[src/rtl/mixer_pkg.sv]
`default_nettype none
// ============================================================
// mixer_pkg : FSM encoding, mute code and clog2 for mixer_nch
// Rev 1.0
// ============================================================
package mixer_pkg;

   typedef enum logic [1:0] {
      ST_IDLE  = 2'd0,
      ST_ACCUM = 2'd1,
      ST_DONE  = 2'd2
   } state_t;

   // Wide all-ones word; users slice the low LEVEL_W bits.
   localparam logic [15:0] MUTE_CODE = 16'hFFFF;

   function automatic int clog2(input int n);
      int r;
      int v;
      r = 0;
      v = n - 1;
      while (v > 0) begin
         r++;
         v = v >> 1;
      end
      return r;
   endfunction

endpackage
`default_nettype wire

[src/rtl/mixer_atten.sv]
`default_nettype none
// ============================================================
// mixer_atten : per-channel attenuation (mute or logical shift)
// Rev 1.0
// ============================================================
module mixer_atten
   import mixer_pkg::*;
#(
   parameter int SAMPLE_W = 8,
   parameter int LEVEL_W  = 3
) (
   input  logic [SAMPLE_W-1:0] sample,
   input  logic [LEVEL_W-1:0]  level,
   output logic [SAMPLE_W-1:0] atten
);

   always_comb begin
      if (level == MUTE_CODE[LEVEL_W-1:0]) begin
         atten = '0;
      end else begin
         atten = sample >> level;
      end
   end

endmodule
`default_nettype wire

[src/rtl/mixer_nch.sv]
`default_nettype none
// ============================================================
// mixer_nch : sequential N-channel attenuating mixer with saturation
// Rev 1.0
// ============================================================
module mixer_nch
   import mixer_pkg::*;
#(
   parameter int NUM_CH   = 4,
   parameter int SAMPLE_W = 8,
   parameter int LEVEL_W  = 3,
   parameter int OUT_W    = 12
) (
   input  logic                        i_clock,
   input  logic                        i_reset,
   input  logic [SAMPLE_W-1:0]         i_sample,
   input  logic [clog2(NUM_CH)-1:0]    i_load_ch,
   input  logic                        i_load,
   input  logic [NUM_CH*LEVEL_W-1:0]   i_level,
   input  logic                        i_execute,
   output logic [OUT_W-1:0]            o_output,
   output logic                        o_busy,
   output logic                        o_valid,
   output logic                        o_clip
);

   localparam int IDX_W = clog2(NUM_CH);
   localparam int ACC_W = SAMPLE_W + IDX_W;
   localparam int CMP_W = ((ACC_W > OUT_W) ? ACC_W : OUT_W) + 1;
   localparam logic [CMP_W-1:0] OUT_MAX = (CMP_W'(1) << OUT_W) - CMP_W'(1);

   state_t              state;
   logic [SAMPLE_W-1:0] samples [NUM_CH];
   logic [LEVEL_W-1:0]  levels  [NUM_CH];
   logic [ACC_W-1:0]    acc;
   logic [IDX_W-1:0]    idx;
   logic [SAMPLE_W-1:0] cur_atten;
   logic [CMP_W-1:0]    acc_ext;
   logic                load_ok;

   assign acc_ext = CMP_W'(acc);

   // Out-of-range channel codes only exist when NUM_CH is not a power of two.
   generate
      if (NUM_CH == (1 << IDX_W)) begin : g_full_range
         assign load_ok = i_load;
      end else begin : g_range_check
         assign load_ok = i_load && (i_load_ch < IDX_W'(NUM_CH));
      end
   endgenerate

   mixer_atten #(
      .SAMPLE_W (SAMPLE_W),
      .LEVEL_W  (LEVEL_W)
   ) u_atten (
      .sample (samples[idx]),
      .level  (levels[idx]),
      .atten  (cur_atten)
   );

   always_ff @(posedge i_clock or negedge i_reset) begin
      if (!i_reset) begin
         state    <= ST_IDLE;
         acc      <= '0;
         idx      <= '0;
         o_output <= '0;
         o_busy   <= 1'b0;
         o_valid  <= 1'b0;
         o_clip   <= 1'b0;
         for (int k = 0; k < NUM_CH; k++) begin
            samples[k] <= '0;
            levels[k]  <= '0;
         end
      end else begin
         o_valid <= 1'b0;
         case (state)
            ST_IDLE: begin
               if (load_ok) begin
                  samples[i_load_ch] <= i_sample;
               end
               if (i_execute) begin
                  for (int k = 0; k < NUM_CH; k++) begin
                     levels[k] <= i_level[k*LEVEL_W +: LEVEL_W];
                  end
                  acc    <= '0;
                  idx    <= '0;
                  o_busy <= 1'b1;
                  state  <= ST_ACCUM;
               end
            end
            ST_ACCUM: begin
               acc <= acc + ACC_W'(cur_atten);
               if (idx == IDX_W'(NUM_CH - 1)) begin
                  state <= ST_DONE;
               end else begin
                  idx <= idx + IDX_W'(1);
               end
            end
            ST_DONE: begin
               o_valid <= 1'b1;
               o_busy  <= 1'b0;
               state   <= ST_IDLE;
               if (acc_ext > OUT_MAX) begin
                  o_output <= '1;
                  o_clip   <= 1'b1;
               end else begin
                  o_output <= OUT_W'(acc);
                  o_clip   <= 1'b0;
               end
            end
            default: state <= ST_IDLE;
         endcase
      end
   end

endmodule
`default_nettype wire

[config.mk]
export PLATFORM = sky130hd
export DESIGN_NAME = mixer_nch
export DESIGN_NICKNAME = d
export VERILOG_FILES = /design/src/rtl/mixer_pkg.sv /design/src/rtl/mixer_atten.sv /design/src/rtl/mixer_nch.sv
export SDC_FILE = /design/constraint.sdc
export NUM_CORES = 1
export LEC_CHECK = 0
export ABC_AREA = 1
export BUFFER_PORTS_ARGS = -buffer_cell sky130_fd_sc_hd__buf_2
export CORE_MARGIN = 8
export CORE_UTILIZATION = 51
export DETAILED_ROUTE_END_ITERATION = 6
export PLACE_DENSITY = 0.72
export SLEW_MARGIN = 20
export SYNTH_ARGS = -nofsm -noshare
export SYNTH_HDL_FRONTEND = slang
export SYNTH_SLANG_ARGS = --single-unit
[constraint.sdc]
create_clock -name i_clock -period 3.3 [get_ports i_clock]
set_input_delay 0.33 -clock i_clock [delete_from_list [all_inputs] [get_ports i_clock]]
set_output_delay 0.33 -clock i_clock [all_outputs]
set_load 0.01 [all_outputs]
==> results of run 1 <==
[final cells by class]
class / count / area, µm²
multi-input cells: 347 / 1640
clock inverters: 4 / 22.5
fillers: 659 / 2790
inverters: 40 / 153
flip-flops and latches: 70 / 1750
repair buffers: 40 / 208
well taps: 96 / 120
clock buffers: 12 / 145
[worst max-delay path by stage]
| stage | cells after the start | end | slack (ns) |
|---|---|---|---|
| floorplan | 18 | acc[8] | 0.74 |
| global placement | 20 | acc[8] | 0.56 |
| detailed placement | 20 | acc[8] | 0.46 |
| CTS | 20 | acc[8] | 0.44 |
| global route | 19 | acc[6] | 0.09 |
| finish | 20 | acc[8] | 0.41 |
[synth_stat cells (2+ instances only)]
cell / count / area, µm²
buf_4: 3 / 22.5
nor3_1: 2 / 10.0
nand2_2: 5 / 31.3
nand3_1: 38 / 190
a21oi_1: 8 / 40.0
clkbuf_1: 3 / 11.3
dfrtp_1: 70 / 1750
buf_2: 8 / 40.0
nand2_1: 198 / 743
nor2_1: 12 / 45.0
ha_1: 9 / 113
nand3_2: 5 / 50.1
o21ai_1: 13 / 65.1
inv_2: 5 / 18.8
inv_1: 33 / 124
o22ai_1: 3 / 18.8
o21ai_0: 41 / 205
xnor2_1: 2 / 17.5
[through the flow]
| stage | power [mW] | std cells | worst slack [ns] | utilization | hold WS (ns) |
|---|---|---|---|---|---|
| 4_1_cts | 4.76 | 609 | 0.444 | 0.591 | 0.0289 |
| 6_report | 4.74 | 609 | 0.412 | 0.591 | 0.0113 |
| 3_3_place_gp | 4.06 | 593 | 0.558 | 0.567 | 0.410 |
| 2_1_floorplan | 3.58 | 473 | 0.738 | - | 0.0344 |
| 5_1_grt | 5.27 | 609 | 0.0895 | 0.591 | 0.0612 |
| 3_5_place_dp | 4.13 | 593 | 0.462 | 0.567 | 0.413 |
[state kept, by name (all words and copies together), names as in the netlist]
name / count
o_busy: 1
acc: 10
o_output: 10
state: 2
levels: 12
samples: 32
idx: 2
o_valid: 1
[per-layer routing]
metal	up-vias	part of all wire	GRT usage
met4	0	0.010	0.0686
met2	50	0.47	0.268
met3	6	0.041	0.0429
met5	-	0	0
li1	1571	-	-
met1	1423	0.48	0.192
[cell families (layout without fill, tap and decap cells)]
logic type | Yosys count | in the layout
buf+inv | 56 | 96
xor+xnor | 2 | 2
compound gates | 68 | 68
other cells | 1 | 3
simple gates | 264 | 264
fa+ha+maj | 10 | 10
flops | 70 | 70
[placed cells by master (no fill, tap or decap), types with 2 or more instances in the layout]
master,n
nor3_1,2
a21oi_1,8
inv_2,5
clkbuf_8,10
nand2_2,5
clkbuf_1,2
ha_1,9
nand2_1,198
o21ai_1,13
buf_4,3
nor2_1,12
xnor2_1,2
conb_1,3
o21ai_0,41
nand3_2,5
inv_1,33
clkinv_2,3
nand3_1,38
o22ai_1,3
buf_2,37
dfrtp_1,70
[critical path, cell delays in order (launching register included)]
cell and delay, ns:
dfrtp_1 0.39, inv_2 0.29, nand2_1 0.14, nand2_1 0.09, nand2_1 0.06, nand2_2 0.15, nand2_1 0.10, nand3_1 0.10
nand3_1 0.07, nand2_1 0.07, nor2_1 0.05, ha_1 0.21, fa_1 0.42, nand3_1 0.09, nand3_1 0.10, nand2_1 0.09
o21ai_0 0.10, nand2_1 0.08, o21ai_0 0.07, nand2_1 0.07, inv_1 0.04
[power by group through the flow]
| stage | Combinational [mW] | Sequential, mW | Clock, mW |
|---|---|---|---|
| floorplan | 2.09 | 1.48 | 0 |
| global placement | 2.56 | 1.50 | 0 |
| detailed placement | 2.62 | 1.51 | 0 |
| CTS | 2.63 | 1.50 | 0.626 |
| global route | 3.06 | 1.55 | 0.664 |
| finish | 2.62 | 1.50 | 0.611 |
==> summary.txt, run 1 <==
Timing
  – Clk_skew: 0.00654 ns
  – Pins over their slew limit: 0
  – Max Freq: 346 MHz
  – Final-report hold violation count: 0
  – RSZ-0062 raised after global routing: no
  – Crit share post-route: 0.875
  – Slew @ Worst Pin: 0.691 ns
  – Fin crit period: 2.89 ns
  – Slew headroom: 0.540
  – TNS Setup: 0 ns
  – Final setup viols: 0

Placement
  – Post-DP HPWL: 5630 µm
  – Port bufs: 37
  – Dpl cell area: 3870 µm²
  – Gp weighted congestion: 0.884

CTS
  – Post-CTS Resized: 0
  – Postcts setup bufs: 0
  – CTS H-tree lvls: 3
  – CTS tree: built
  – CTS Sinks: 70
  – Clk buf depth: 2
  – Worst skew pair latency: 0.35 ns
  – Root Buffer: clkbuf_8
  – CTS Buf Count: 9
  – Hold-fix buffers, CTS: 0
  – Clock transition at the registers of the reported paths: 0.07 ns

Power and ir drop
  – Combinational power share: 0.554
  – Worst-case vdd ir drop: 0.000525 V
  – Leakage power: 2.17 nW
  – Clock network power share: 0.129
  – Switching share of power: 0.465
  – Internal Power: 2.54 mW
  – Seq pwr share: 0.317
  – Pwr Density: 1170 nW/µm²
  – Psw: 2.20 mW

Floorplanning
  – Core Area: 6830 µm²
  – Die height: 100 µm
  – Die Area: 10,100 µm²
  – IO Pins: 41
  – # rows: 30
  – Die width: 100 µm
  – Initial Util: 0.532

Synthesis
  – Syn_area_per_cell: 7.72 µm²
  – Synth Flop Type: dfrtp_1
  – Largest family of logic cells by synthesized area: simple AND/OR/NAND/NOR gates
  – Xor and xnor area share after synthesis: 0.00482
  – Synth Instances: 471
  – Sequential-to-total area share from yosys stat: 0.482
  – Synth Area in Compound Gates: 0.102
  – Post-synth ARST share: 1.00
  – Post-synth cell types: 31
  – Synth Area in Adders: 0.0365
  – Simple-Gate Fraction of Synth Area: 0.304
  – Cell area after synthesis: 3640 µm²
  – Multiplexer share of the synthesized area: 0
  – Ys Warns: 0
  – Post-synthesis sequential element count: 70
  – EDFF count, synth: 0

Global route
  – Vias in the first global route: 2,991
  – Tot GR Track Use: 0.161
  – Pin count of the biggest net entering global routing: 41
  – Grt total ovfl: 0
  – Initial antenna violation count: 0
  – First-pass GRT wire length: 13,100 µm

Worst setup path
  – Critical R2R Capture: acc[8]
  – Startpoint Class: register
  – R2R Path Start: idx[0]
  – R2R setup slack: 0.41 ns
  – Crit. Startpoint: idx[0]
  – Reg2Reg Depth: 20
  – CP Data Arrival Time: 3.14 ns
  – Crit path max fanout: 23
  – Worst Setup End Kind: register
  – Crit path kind: reg -> reg
  – WP data required: 3.55 ns

Cells and area
  – Post-route cell area: 4040 µm²
  – Final net count: 544
  – Layout area overhead: 11.1%
  – # diodes: 0
  – Share of cells above drive strength 1: 0.146

Detailed routing
  – DR WL/cell: 12.5 µm
  – DRC Markers: 0
  – Pre-antenna DRT Iters: 4
  – Via Count: 3,050
  – DR vias/cell: 5.01
  – DRT antenna net count: 0
  – Drt first-iter violations: 216
  – Routed WL: 7610 µm

Worst hold path
  – Min-delay worst type: in -> async

Job
  – Max-cap viol count: 0

Status
  – Status: finished clean
No activity file was read; power rests on OpenSTA's default activity.
==> inputs of run 2 (changes only) <==
--- a/config.mk
+++ b/config.mk
@@ -6,11 +6,11 @@
 export NUM_CORES = 1
 export LEC_CHECK = 0
 export ABC_AREA = 1
-export BUFFER_PORTS_ARGS = -buffer_cell sky130_fd_sc_hd__buf_2
 export CORE_MARGIN = 8
 export CORE_UTILIZATION = 51
 export DETAILED_ROUTE_END_ITERATION = 6
-export PLACE_DENSITY = 0.72
+export DONT_BUFFER_PORTS = 1
+export PLACE_DENSITY = 0.67
 export SLEW_MARGIN = 20
 export SYNTH_ARGS = -nofsm -noshare
 export SYNTH_HDL_FRONTEND = slang
==> summary.txt, run 2 (synthesis gave the netlist of run 1 again) <==
Timing
  – Final-report hold violation count: 0 (unchanged)
  – TNS Setup: 0 ns (unchanged)
  – Clk_skew: 0.0112 ns (was 0.00654 ns)
  – Max Freq: 342 MHz (was 346 MHz)
  – Crit share post-route: 0.886 (was 0.875)
  – Fin worst setup slack: 0.375 ns (was 0.412 ns)
  – Final setup viols: 0 (unchanged)
  – RSZ-0062 raised after global routing: no (unchanged)
  – Slew headroom: 0.647 (was 0.540)
  – Pins over their slew limit: 0 (unchanged)
  – Worst hold margin: 0.0870 ns (was 0.0113 ns)
  – Slew @ Worst Pin: 0.528 ns (was 0.691 ns)
  – Fin crit period: 2.92 ns (was 2.89 ns)

Floorplanning
  – Die Area: 10,100 µm² (unchanged)
  – IO Pins: 41 (unchanged)
  – Core Area: 6830 µm² (unchanged)
  – # rows: 30 (unchanged)
  – Die height: 100 µm (unchanged)
  – Die width: 100 µm (unchanged)
  – Initial Util: 0.532 (unchanged)

CTS
  – CTS H-tree lvls: 3 (unchanged)
  – CTS Sinks: 70 (unchanged)
  – CTS Buf Count: 9 (unchanged)
  – Worst skew pair latency: 0.35 ns (about the same)
  – Root Buffer: clkbuf_8 (unchanged)
  – CTS tree: built (unchanged)
  – Clk buf depth: 2 (unchanged)
  – Clock transition at the registers of the reported paths: 0.08 ns (was 0.07 ns)

Worst setup path
  – Startpoint Class: register (unchanged)
  – Critical R2R Capture: acc[8] (unchanged)
  – Crit path max fanout: 20 (was 23)
  – WP data required: 3.55 ns (about the same)
  – R2R Path Start: idx[0] (unchanged)
  – R2R setup slack: 0.38 ns (was 0.41 ns)
  – Worst Setup End Kind: register (unchanged)
  – CP Data Arrival Time: 3.17 ns (was 3.14 ns)
  – Reg2Reg Depth: 20 (unchanged)
  – Crit path kind: reg -> reg (unchanged)

Placement
  – Post-DP HPWL: 5480 µm (was 5630 µm)
  – Port bufs: 0 (was 37)
  – Gp weighted congestion: 0.898 (was 0.884)
  – DP Cell Count: 555 (was 593)
  – Dpl cell area: 3680 µm² (was 3870 µm²)
  – Pre-CTS setup slack: 0.340 ns (was 0.462 ns)

Cells and area
  – Largest register FFs: 32 (unchanged)
  – Fill count: 645 (was 659)
  – Post-route cell area: 3930 µm² (was 4040 µm²)
  – Final net count: 508 (was 544)
  – Most common cell after layout, fill and taps aside: nand2_1 (unchanged)
  – Regs by FF count: samples: 32 flops, levels: 12 flops (unchanged)
  – FF/Latch Area: 1750 µm² (unchanged)
  – Share of cells above drive strength 1: 0.0818 (was 0.146)
  – Core Util, Final: 0.576 (was 0.591)
  – Most frequent cells in the layout: nand2_1, dfrtp_1, o21ai_0 (unchanged)
  – Largest Register: samples (unchanged)
  – Area of the multi-input gates: 1640 µm² (unchanged)
  – Non-Filler Instances: 573 (was 609)
  – Layout area overhead: 8.16% (was 11.1%)
  – # diodes: 0 (unchanged)

Detailed routing
  – Via Count: 2,897 (was 3,050)
  – DR WL/cell: 13.1 µm (was 12.5 µm)
  – Routed WL: 7510 µm (was 7610 µm)
  – DR vias/cell: 5.06 (was 5.01)
  – Pre-antenna DRT Iters: 4 (unchanged)
  – DRC Markers: 0 (unchanged)
  – Drt first-iter violations: 121 (was 216)
  – DRT antenna net count: 0 (unchanged)

Global route
  – Pin count of the biggest net entering global routing: 71 (was 41)
  – Grt total ovfl: 0 (unchanged)
  – Vias in the first global route: 2,780 (was 2,991)
  – Tot GR Track Use: 0.158 (was 0.161)
  – First-pass GRT wire length: 12,800 µm (was 13,100 µm)
  – Initial antenna violation count: 0 (unchanged)

Power and ir drop
  – Total Power: 4.82 mW (was 4.74 mW)
  – Worst-case vdd ir drop: 0.000427 V (was 0.000525 V)
  – Pwr Density: 1230 nW/µm² (was 1170 nW/µm²)
  – Leakage power: 2.04 nW (was 2.17 nW)

Worst hold path
  – Min-Delay Path Depth: 2
  – Min-delay worst type: in -> reg (was in -> async)
  – Hold worst-path end: levels[1]
  – Hold Crit Start: i_level[10]

Status
  – Status: finished clean (unchanged)

Job
  – Max-cap viol count: 0 (unchanged)
==> run 2: cell type report <==
class / count / area share
Sequential cell: 70 / 0.445
Tap cell: 96 / 0.0305
Clock buffer: 10 / 0.0325
Clock inverter: 6 / 0.0220
Inverter: 40 / 0.0395
Multi-Input combinational cell: 347 / 0.417
Timing Repair Buffer: 4 / 0.0134
==> run 2: repair_timing <==
item | in CTS | in global routing
resized for setup | 0 | 2
setup buffers | 0 | 0
endpoints found under the setup margin | 0 | 1
endpoints found under the hold margin | 70 | 0
hold buffers | 2 | 0
==> run 2: worst max-delay path by stage <==
stage	slack (ns)	endpoint	start
after floorplan	0.74	acc[8]	idx[0]
after global placement	0.44	acc[8]	idx[0]
after detailed placement	0.34	acc[8]	idx[0]
after CTS	0.33	acc[8]	idx[0]
after global routing	0.05	acc[8]	idx[0]
final	0.38	acc[8]	idx[0]
==> run 2: worst max-delay path, cell delays in order, from the launching register on <==
cell and delay [ns]:
dfrtp_1 0.49, buf_4 0.30, nand2_1 0.10, nand2_1 0.08, nand2_1 0.06, nand2_2 0.14, nand2_1 0.11, nand3_1 0.10
nand3_1 0.07, nand2_1 0.07, nor2_1 0.04, ha_1 0.20, fa_1 0.41, nand3_1 0.09, nand3_1 0.10, nand2_1 0.10
o21ai_0 0.10, nand2_1 0.07, o21ai_0 0.07, nand2_1 0.06, inv_1 0.04
==> run 2: routing by layer <==
layer	track usage	vias up	share of wire	routed length, µm
met2	0.251	45	0.47	3550
met4	0.0744	0	0.018	137
met3	0.0263	12	0.035	260
li1	-	1502	-	-
met5	0	-	0	0
met1	0.204	1338	0.47	3570
==> run 2: power breakdown <==
| group | total, mW | leakage (nW) | internal (mW) | switching [mW] |
|---|---|---|---|---|
| Sequential | 1.55 | 0.880 | 1.26 | 0.294 |
| Clock | 0.752 | 0.106 | 0.424 | 0.328 |
| Combinational | 2.51 | 1.06 | 0.936 | 1.58 |
==> inputs of run 3 (changes only) <==
--- a/config.mk
+++ b/config.mk
@@ -10,7 +10,7 @@
 export CORE_UTILIZATION = 51
 export DETAILED_ROUTE_END_ITERATION = 6
 export DONT_BUFFER_PORTS = 1
-export PLACE_DENSITY = 0.67
+export PLACE_DENSITY = 0.7
 export SLEW_MARGIN = 20
 export SYNTH_ARGS = -nofsm -noshare
 export SYNTH_HDL_FRONTEND = slang
==> constraint.sdc (replaced) <==
create_clock -name i_clock -period 2.6 [get_ports i_clock]
set_input_delay 0.26 -clock i_clock [delete_from_list [all_inputs] [get_ports i_clock]]
set_output_delay 0.26 -clock i_clock [all_outputs]
set_load 0.01 [all_outputs]
==> summary.txt, run 3 (synthesis gave the netlist of run 1 again) <==
Status
  – Status: complete, but fails checks (was finished clean)
  – Failing checks: negative setup slack

CTS
  – CTS tree: built (unchanged)
  – Root Buffer: clkbuf_8 (unchanged)
  – Clk buf depth: 2 (unchanged)
  – CTS H-tree lvls: 3 (unchanged)
  – Worst skew pair latency: 0.35 ns (about the same)
  – CTS Buf Count: 9 (unchanged)
  – CTS Sinks: 70 (unchanged)
  – Clock transition at the registers of the reported paths: 0.07 ns (was 0.08 ns)

Worst setup path
  – Critical path's top delay family: simple AND/OR/NAND/NOR gates (unchanged)
  – CP Data Arrival Time: 2.96 ns (was 3.17 ns)
  – Reg2Reg Depth: 20 (unchanged)
  – CP dominant cell by count: nand2_1 (unchanged)
  – Slowest cell on crit path: dfrtp_2 (was dfrtp_1)
  – Worst Setup End Kind: register (unchanged)
  – Crit path max fanout: 7 (was 20)
  – Buf/Inv on CP: 4 (was 2)
  – Crit path kind: reg -> reg (unchanged)
  – R2R setup slack: -0.07 ns (was 0.38 ns)
  – Startpoint Class: register (unchanged)
  – Worst-path cell chain: buf_12 -> buf_12 -> nand2_2 -> nand2_1 -> nand2_2 -> nand2_4 -> buf_4 -> nand3_1 -> nand2_1 -> nand2_1 -> o21ai_1 -> ha_1 -> nand3_2 -> nand3_2 -> nand2_2 -> o21ai_2 -> nand2_1 -> o21ai_1 -> nand2_1 -> inv_1 (was buf_4 -> nand2_1 -> nand2_1 -> nand2_1 -> nand2_2 -> nand2_1 -> nand3_1 -> nand3_1 -> nand2_1 -> nor2_1 -> ha_1 -> fa_1 -> nand3_1 -> nand3_1 -> nand2_1 -> o21ai_0 -> nand2_1 -> o21ai_0 -> nand2_1 -> inv_1)
  – Worst path depth: 20 (unchanged)
  – R2R Path Start: idx[0] (unchanged)
  – CP max stage delay: 0.45 ns (was 0.49 ns)
  – Critical R2R Capture: acc[8] (unchanged)
  – WP data required: 2.89 ns (was 3.55 ns)

Global route
  – Pin count of the biggest net entering global routing: 71 (unchanged)
  – Initial antenna violation count: 0 (unchanged)
  – Tot GR Track Use: 0.170 (was 0.158)
  – Vias in the first global route: 2,944 (was 2,780)
  – Grt total ovfl: 0 (unchanged)
  – First-pass GRT wire length: 13,800 µm (was 12,800 µm)

Detailed routing
  – DR WL/cell: 15.2 µm (was 13.1 µm)
  – Top Metal Used: met4 (unchanged)
  – Pre-antenna DRT Iters: 5 (was 4)
  – DRC Markers: 0 (unchanged)
  – Met1 WL: 3910 µm (was 3570 µm)
  – Met3 wire len: 547 µm (was 260 µm)
  – Met2 WL post-DR: 4360 µm (was 3550 µm)
  – DRT antenna net count: 0 (unchanged)
  – Drt first-iter violations: 175 (was 121)
  – Via Count: 3,133 (was 2,897)
  – DR vias/cell: 5.27 (was 5.06)
  – Routed WL: 9040 µm (was 7510 µm)

Timing
  – Slew @ Worst Pin: 0.565 ns (was 0.528 ns)
  – Fin crit period: 2.67 ns (was 2.92 ns)
  – Max Freq: 374 MHz (was 342 MHz)
  – Crit share post-route: 1.03 (was 0.886)
  – RSZ-0062 raised after global routing: yes (was no)
  – Fin worst setup slack: -0.0705 ns (was 0.375 ns)
  – Final-report hold violation count: 0 (unchanged)
  – Final setup viols: 6 (was 0)
  – Pins over their slew limit: 0 (unchanged)
  – Clk_skew: 0.00758 ns (was 0.0112 ns)
  – Worst hold margin: 0.0174 ns (was 0.0870 ns)
  – Slew headroom: 0.621 (was 0.647)

Floorplanning
  – IO Pins: 41 (unchanged)
  – Initial Util: 0.532 (unchanged)
  – Die width: 100 µm (unchanged)
  – Die Area: 10,100 µm² (unchanged)
  – Die height: 100 µm (unchanged)
  – # rows: 30 (unchanged)
  – Core Area: 6830 µm² (unchanged)

Cells and area
  – Largest Register: samples (unchanged)
  – Regs by FF count: samples: 32 flops, levels: 12 flops (unchanged)
  – Most frequent cells in the layout: nand2_1, dfrtp_1, o21ai_0 (unchanged)
  – Most common cell after layout, fill and taps aside: nand2_1 (unchanged)
  – Share of cells above drive strength 1: 0.239 (was 0.0818)
  – Layout area overhead: 24.3% (was 8.16%)
  – Final net count: 529 (was 508)
  – Fill count: 552 (was 645)
  – Largest register FFs: 32 (unchanged)

Job
  – Max-cap viol count: 0 (unchanged)

Placement
  – Post-DP HPWL: 5550 µm (was 5480 µm)
  – Gp weighted congestion: 0.919 (was 0.898)
  – Port bufs: 0 (unchanged)

Worst hold path
  – Hold Crit Start: i_level[10] (unchanged)
  – Min-delay worst type: in -> reg (unchanged)
  – Min-Delay Path Depth: 2 (unchanged)
  – Hold worst-path end: levels[1] (unchanged)
==> run 3: worst max-delay path by stage <==
stage,from,endpoint
6_report,idx[0],acc[8]
3_3_place_gp,idx[0],acc[8]
4_1_cts,idx[0],acc[6]
5_1_grt,idx[0],acc[8]
3_5_place_dp,idx[0],acc[6]
2_1_floorplan,idx[0],acc[8]
==> run 3: timing repair <==
item / in CTS / in global routing
resized for setup: 26 / 66
hold buffers: 2 / 0
hold endpoints to repair: 70 / 0
gates cloned: 1 / 3
setup endpoints to repair: 2 / 9
pin swaps: 11 / 33
buffers inserted: 4 / 6
==> run 3: final cells by class <==
cell class	instances	area, µm²	share of cell area
multi-input cells	347	1960	0.435
diodes	1	2.50	0.000554
clock inverters	4	47.5	0.0105
inverters	40	170	0.0377
well taps	96	120	0.0266
clock buffers	11	141	0.0313
repair buffers	24	312	0.0690
repair inverters	1	8.76	0.00194
flip-flops and latches	70	1750	0.388
==> run 3: layer usage <==
metal	vias to the layer above	global-route usage
li1	1545	-
met1	1463	0.209
met3	23	0.0491
met2	102	0.278
met5	-	0
met4	0	0.0593
==> run 3: through the flow <==
step / area (µm²) / util / cells / worst slack, ns / setup TNS, ns
final: 4520 / 0.661 / 594 / -0.0705 / -0.285
after CTS: 4140 / 0.606 / 584 / -0.00192 / -0.00192
after detailed placement: 3760 / 0.550 / 562 / -0.0290 / -0.0571
after global routing: 4520 / 0.661 / 593 / -0.241 / -1.46
after floorplan: 3640 / - / 473 / 0.0377 / 0
after global placement: 3760 / 0.550 / 562 / 0.0177 / 0
Power of run 3 is left out: the tool's default activity adds up to more than one toggle a clock period on the data nets, which glitch-free logic cannot reach.
